--- src/rtl/div_seq_pkg.sv ---
// Shared types and constants for the divider sequence controller.
package div_seq_pkg;

  localparam int unsigned N_STEPS = 4;
  localparam int unsigned DIV_W   = 3;
  localparam int unsigned LEN_W   = 4;

  typedef enum logic [1:0] {
    S_IDLE,
    S_LOAD,
    S_RUN,
    S_DONE
  } state_t;

  typedef struct packed {
    logic [DIV_W-1:0] div;
    logic             ud;
    logic [LEN_W-1:0] len;
  } prog_entry_t;

endpackage

--- src/rtl/rise_detect.sv ---
// Rising-edge detector for the divider's tick level.
module rise_detect (
  input  logic clk_i,
  input  logic clear_i,
  input  logic tick_i,
  output logic rise_o
);

  logic tick_d_q;

  // Remember the previous tick level so a 0->1 change can be seen
  always_ff @(posedge clk_i) begin
    if (clear_i) tick_d_q <= 1'b0;
    else         tick_d_q <= tick_i;
  end

  assign rise_o = tick_i & ~tick_d_q;

endmodule

--- src/rtl/div_seq_ctrl.sv ---
// Program-table sequencer driving a clock divider and up/down counter.
module div_seq_ctrl #(
  parameter int unsigned N_STEPS = 4
) (
  input  logic       clk,
  input  logic       clear,
  input  logic       start,
  input  logic       abort,
  input  logic       prog_we,
  input  logic [1:0] prog_addr,
  input  logic [2:0] prog_div,
  input  logic       prog_ud,
  input  logic [3:0] prog_len,
  input  logic       tick,
  output logic       cnt_clear,
  output logic [2:0] cnt_div,
  output logic       cnt_ud,
  output logic       cnt_en,
  output logic       busy,
  output logic       done,
  output logic [1:0] step
);

  import div_seq_pkg::*;

  state_t            state_q, state_d;
  logic [1:0]        step_q, step_d;
  logic [LEN_W-1:0]  tcnt_q, tcnt_d;
  logic [DIV_W-1:0]  div_q, div_d;
  logic              ud_q, ud_d;
  logic              en_q, en_d;
  prog_entry_t       prog_q [N_STEPS];

  logic              rise;
  logic [LEN_W-1:0]  cur_len;
  prog_entry_t       nxt_e;
  logic              last_step;

  rise_detect u_rise (
    .clk_i   (clk),
    .clear_i (clear),
    .tick_i  (tick),
    .rise_o  (rise)
  );

  assign cur_len   = prog_q[step_q].len;
  assign nxt_e     = prog_q[step_q + 2'd1];
  assign last_step = (step_q == 2'(N_STEPS - 1)) || (nxt_e.len == '0);

  // Program table: writable only while the sequencer is not executing
  always_ff @(posedge clk) begin
    if (clear) begin
      for (int unsigned i = 0; i < N_STEPS; i++) prog_q[i] <= '0;
    end else if (prog_we && (state_q == S_IDLE || state_q == S_DONE)) begin
      prog_q[prog_addr] <= {prog_div, prog_ud, prog_len};
    end
  end

  // Sequencer state and registered datapath controls
  always_ff @(posedge clk) begin
    if (clear) begin
      state_q <= S_IDLE;
      step_q  <= '0;
      tcnt_q  <= '0;
      div_q   <= '0;
      ud_q    <= 1'b0;
      en_q    <= 1'b0;
    end else begin
      state_q <= state_d;
      step_q  <= step_d;
      tcnt_q  <= tcnt_d;
      div_q   <= div_d;
      ud_q    <= ud_d;
      en_q    <= en_d;
    end
  end

  // Next-state logic. The step-complete decision is taken in the cycle the
  // final cnt_en is high, so that pulse always lands in RUN with cnt_clear=0;
  // rises are at least two cycles apart, so no rise is lost by deferring it.
  always_comb begin
    state_d = state_q;
    step_d  = step_q;
    tcnt_d  = tcnt_q;
    div_d   = div_q;
    ud_d    = ud_q;
    en_d    = 1'b0;
    case (state_q)
      S_IDLE, S_DONE: begin
        if (abort) begin
          state_d = S_IDLE;
        end else if (start) begin
          step_d = '0;
          if (prog_q[0].len != '0) begin
            state_d = S_LOAD;
            div_d   = prog_q[0].div;
            ud_d    = prog_q[0].ud;
          end else begin
            state_d = S_DONE;
          end
        end else begin
          state_d = S_IDLE;
        end
      end
      S_LOAD: begin
        tcnt_d  = '0;
        state_d = abort ? S_IDLE : S_RUN;
      end
      S_RUN: begin
        if (abort) begin
          state_d = S_IDLE;
        end else if (en_q && (tcnt_q == cur_len)) begin
          if (last_step) begin
            state_d = S_DONE;
          end else begin
            state_d = S_LOAD;
            step_d  = step_q + 2'd1;
            div_d   = nxt_e.div;
            ud_d    = nxt_e.ud;
          end
        end else if (rise) begin
          en_d   = 1'b1;
          tcnt_d = tcnt_q + 1'b1;
        end
      end
      default: state_d = S_IDLE;
    endcase
  end

  assign cnt_clear = (state_q == S_IDLE) || (state_q == S_LOAD);
  assign busy      = (state_q == S_LOAD) || (state_q == S_RUN);
  assign done      = (state_q == S_DONE);
  assign cnt_div   = div_q;
  assign cnt_ud    = ud_q;
  assign cnt_en    = en_q;
  assign step      = step_q;

endmodule

--- config.mk ---
export PLATFORM = sky130hd
export DESIGN_NAME = div_seq_ctrl
export DESIGN_NICKNAME = d
export VERILOG_FILES = /design/src/rtl/div_seq_pkg.sv /design/src/rtl/rise_detect.sv /design/src/rtl/div_seq_ctrl.sv
export SDC_FILE = /design/constraint.sdc
export NUM_CORES = 1
export LEC_CHECK = 0
export BUFFER_PORTS_ARGS = -buffer_cell sky130_fd_sc_hd__clkbuf_2
export CAP_MARGIN = 20
export CORE_MARGIN = 2
export CORE_UTILIZATION = 30
export CTS_BUF_LIST = sky130_fd_sc_hd__clkbuf_8 sky130_fd_sc_hd__clkbuf_16
export DETAILED_ROUTE_END_ITERATION = 8
export SLEW_MARGIN = 30
export SYNTH_ARGS = -nofsm -noshare
export SYNTH_HDL_FRONTEND = slang
export SYNTH_SLANG_ARGS = --single-unit
--- constraint.sdc ---
create_clock -name clk -period 2.8 [get_ports clk]
set_clock_uncertainty 0.05 [all_clocks]
set_input_delay 0.42 -clock clk [delete_from_list [all_inputs] [get_ports clk]]
set_output_delay 0.42 -clock clk [all_outputs]
set_load 0.05 [all_outputs]
## Word level (Yosys, flattened, before mapping)

Memories as Yosys holds them, arrays and structs flattened. A register that Yosys moved wholly into a read port is not among the register bits.
Cells that the tools add are included.

- $lt $le $gt $ge: 0
- Reductions and logical operators: 17
- Multiply operators: 0
- Div/mod/pow operators: 0
- Equal/unequal tests: 14
- Bitwise logic cells: 3
- Muxes and demuxes: 43
- Shifts and indexed selects: 0
- Add/sub/neg operators: 2

Operator list:

| cell | count |
|---|---|
| 2-bit 2-to-1 mux | 15 |
| 3-bit 2-to-1 mux | 6 |
| 2-bit inequality test (second input constant) | 8 |
| 1-bit 2-to-1 mux | 13 |
| 4-bit 2-to-1 mux | 3 |
| 8-bit 2-to-1 mux | 1 |
| 4-bit case mux with 2 select lines | 1 |
| 8-bit OR reduction | 1 |
| 7-bit AND reduction | 1 |
| 2-bit == test (second input constant) | 3 |
| 2-bit case mux with 3 select lines | 1 |
| 3-bit case mux with 2 select lines | 1 |
| 6-bit AND reduction | 1 |
| 4-bit by 1-bit adder with 4-bit output (second input constant) | 1 |
| 4-bit == test | 1 |
| 4-bit zero test | 1 |
| 1-bit logical OR | 4 |
| 2-bit case mux with 2 select lines | 1 |
| 4-bit AND reduction | 1 |
| 2-bit nonzero test | 2 |
| 4-bit nonzero test | 1 |
| 4-bit OR reduction | 1 |
| 3-bit inequality test (second input constant) | 1 |
| 2-bit by 1-bit adder with 2-bit output (second input constant) | 1 |
| 7 further kinds | 9 |

- Bits in writable memories: 32
- Register bits: 14
- Output and inout bits: 10
- Latch bits: 0
- Bits in read-only memories: 0
- Bits of input ports: 16
- Memories kept: 1

Memory list:

| memory | words | width | rd ports | clocked after memory_dff | wr ports | line | source |
|---|---|---|---|---|---|---|---|
| prog_q | 4 | 8 | 3 | 1 | 4 | div_seq_ctrl.sv:32 | `prog_entry_t prog_q [N_STEPS];` |

## Longest topological paths before layout

An unclocked memory read counts as a cell.

- Depth after elaboration: 10
- Gate-level depth with buffers: 7
- Mapped depth without buffers: 7

## By module

Synthesis repeated with hierarchy kept, for this count alone.

- Cells, all modules: 210
- Area, all modules: 2489.9 um2

Modules (own cells, without submodules):

| module | cells an instance | instances | area an instance (um2) |
|---|---|---|---|
| div_seq_ctrl | 207 | 1 | 2442.3 |
| rise_detect | 3 | 1 | 47.5 |

## Least setup slack after synthesis

No wires, ideal clock.

- Path type: reg-to-reg
- From: register state_q[0]
- To: memory prog_q[0][0] in the netlist's numbering (enable)
- Arrival: 2.185 ns
- Slack: 0.255 ns
- Stages on the path, launching flop included: 7
- Required time: 2.440 ns
- Clock period less this slack: 2.545 ns
- Cell sequence: dfxtp_1 -> inv_1 -> ha_1 -> nor3b_1 -> clkbuf_1 -> nor3b_1 -> or2_2

RTL lines:

| what | line | source |
|---|---|---|
| start, declared | div_seq_ctrl.sv:26 | `state_t state_q, state_d;` |
| start signal, assigned | div_seq_ctrl.sv:69 | `state_q <= state_d;` |
| end, declared | div_seq_ctrl.sv:32 |  |

==> impl_results.md <==
* LEAKAGE at 1.07 nW
* Flops & latches, synth at 48
* DRT Pass-1 Iters at 4
* Layout cell share with drive strength beyond 1 at 0.240
* Vias in the first global route at 1578
* FILL cells at 790
* Worst hold slack at 0.282 ns
* WL per Instance at 14.1 um
* DRC violations left at 0
* Syn Inst Count at 212
* Die ar. at 0.00903 mm2
* Number of synthesized flops with an enable pin at 32
* Critical Path End Type: flop
* Die height at 95.0 um
* Antenna violations before repair at 0
* Max VDD drop at 0.243 mV
* Hold_buf cts at 0
* H-Tree Level Count at 2
* GP Congestion at 0.802
* Setup tns final at 0 ns
* Cell Area, Synth at 0.00248 mm2
* Crit path kind: reg2reg
* Slew HR at 0.573
* Yosys warnings at 0
* CP max FO at 15
* I/O Pins at 26
* Post-CTS Setup Bufs at 0
* Area grow syn2layout at 15.2%
* Crit path arrival time at 2.58 ns
* Register area share after synthesis at 0.516
* Post-route minimum period at 2.38 ns
* Clock Pin Slew Worst Setup and Hold Paths at 0.09 ns
* Placeable Area at 0.00813 mm2
* Cts bufs inserted at 5
* Max Cap Viol at 0
* Clock latency on the worst-skew pair at 0.31 ns
* Initial drt markers at 70
* CP startpoint kind: flop
* Clock Path Buffers at 2
* Commonest non-fill, non-tap cell in the layout: and2_1
* Setup violators final at 0
* CTS tree: built
* Slack of the worst reg-to-reg path at 0.42 ns
* Synth area leader: edfxtp_1
* Max-slew violation count at 0
* Grt total ovfl at 0
* Avg Inst Size Synth at 11.7 um2
* FP Rows at 33
* Most frequent cells in the layout: and2_1, edfxtp_1, clkbuf_2
* Count of different cell masters after synthesis at 40
* Final wirelength at 4880 um
* Hold Vio Cnt, Final at 0
* # diodes at 0
* Run status: finished clean
* Max Freq at 421 MHz
* Final worst-path cycle share at 0.849
* Port bufs at 25
* Vias per inst at 4.71
* Initial Util at 0.305
* First-pass GRT wire length at 8020 um
* CTS Sinks at 48
* Die Wd at 95.0 um
* Mapped Nets at 234
* Post-CTS resize count at 0
* Worst hold path class: in2reg
* Power per Cell Area at 507 mW/mm2
* Worst Path Required at 3.00 ns
* Fraction of registers with async set/reset at 0
* Reg2Reg Depth at 5
* Pin count of the biggest net entering global routing at 29
* Nets@finish at 263
* Worst slew pin tran at 0.641 ns
* Root buffer cell: clkbuf_8
* GRT Util Overall at 0.119
* Primary FF master, synth: edfxtp_1
* Area contributors post-synth: edfxtp_1, dfxtp_1, and2_1
* RSZ-0062 raised after global routing: false
* Top cell type's share of synthesized area at 0.387
* ANT nets after route at 0
* Vias at 1636
* Dpl hpwl at 3650 um
-- registers in the layout, summed over array words and instances (netlist names), named ones only --
signal           count
state_q              2
u_rise.tick_d_q      1
cnt_en               1
prog_q              32
cnt_div              3
tcnt_q               4
cnt_ud               1
step                 2
-- per-stage QoR --
step                      setup slack [ns]  cell area (um2)  std cells  total power, W  utilization
final                                0.422             2860        347         0.00145        0.352
after global routing                 0.285             2860        347         0.00151        0.352
after CTS                            0.407             2860        347         0.00146        0.352
after detailed placement             0.435             2750        339        0.000951        0.338
after global placement               0.478             2750        339        0.000949        0.338
after floorplan                      0.255             2480        212        0.000902            -
-- worst min path at each step --
| stage | startpoint | to | slack (ns) | depth (start not counted) |
|---|---|---|---|---|
| 3_5_place_dp | cnt_div[2] | cnt_div[2] | 0.42 | 2 |
| 2_1_floorplan | state_q[0] | state_q[0] | 0.48 | 2 |
| 4_1_cts | tick | u_rise.tick_d_q | 0.28 | 2 |
| 3_3_place_gp | cnt_ud | cnt_ud | 0.42 | 2 |
| 6_report | tick | u_rise.tick_d_q | 0.28 | 2 |
| 5_1_grt | tick | u_rise.tick_d_q | 0.30 | 2 |
-- power by group --
part | leakage [nW] | switching [W] | internal (W)
Clock | 0.0548 | 0.000248 | 0.000269
Sequential | 0.462 | 0.0000140 | 0.000788
Combinational | 0.554 | 0.0000783 | 0.0000535
-- metal layers --
metal / global-route usage / wire (um) / vias to the layer above
met5: 0 / 0 / -
met4: 0.0483 / 88 / 0
met3: 0.0300 / 248 / 7
met2: 0.176 / 2130 / 32
met1: 0.168 / 2410 / 758
li1: - / - / 839
-- synthesized netlist by cell type, drive strengths merged (3+ instances only) --
cell type  count
nor3           4
a21oi          8
mux2i          8
o22ai          8
o21ai          5
mux2           4
clkbuf         8
mux4           4
xnor2          3
and2          33
nand3          5
nor2           4
ha             6
a211o          4
inv            4
dfxtp         16
nor2b          5
or4            4
nand2b        11
nand3b         4
or2            4
nand2          4
edfxtp        32
nor3b          5
-- cell type report --
cell class / instances / area [um2] / area share
clock inverters: 3 / 46.3 / 0.0162
flip-flops and latches: 48 / 1280 / 0.448
repair buffers: 32 / 178 / 0.0621
well taps: 105 / 131 / 0.0459
inverters: 4 / 15.0 / 0.00524
multi-input cells: 150 / 1140 / 0.399
clock buffers: 5 / 68.8 / 0.0240
-- cells by family after synthesis --
| group | synth area share |
|---|---|
| DFF | 0.516 |
| and+or+nand+nor | 0.219 |
| AOI/OAI and AO/OA | 0.105 |
| adders and majority gates | 0.0302 |
| buffers and inverters | 0.0247 |
| xor gates and xnor gates | 0.0196 |
| muxes | 0.0866 |
-- worst max-delay path, stage by stage (launching register included) --
cell and delay [ns]:
dfxtp_1 0.50, mux4_2 0.57, xnor2_2 0.18, o2111ai_2 0.39, or3_1 0.49, a21oi_1 0.14
Power figures use the tool's default switching activity.
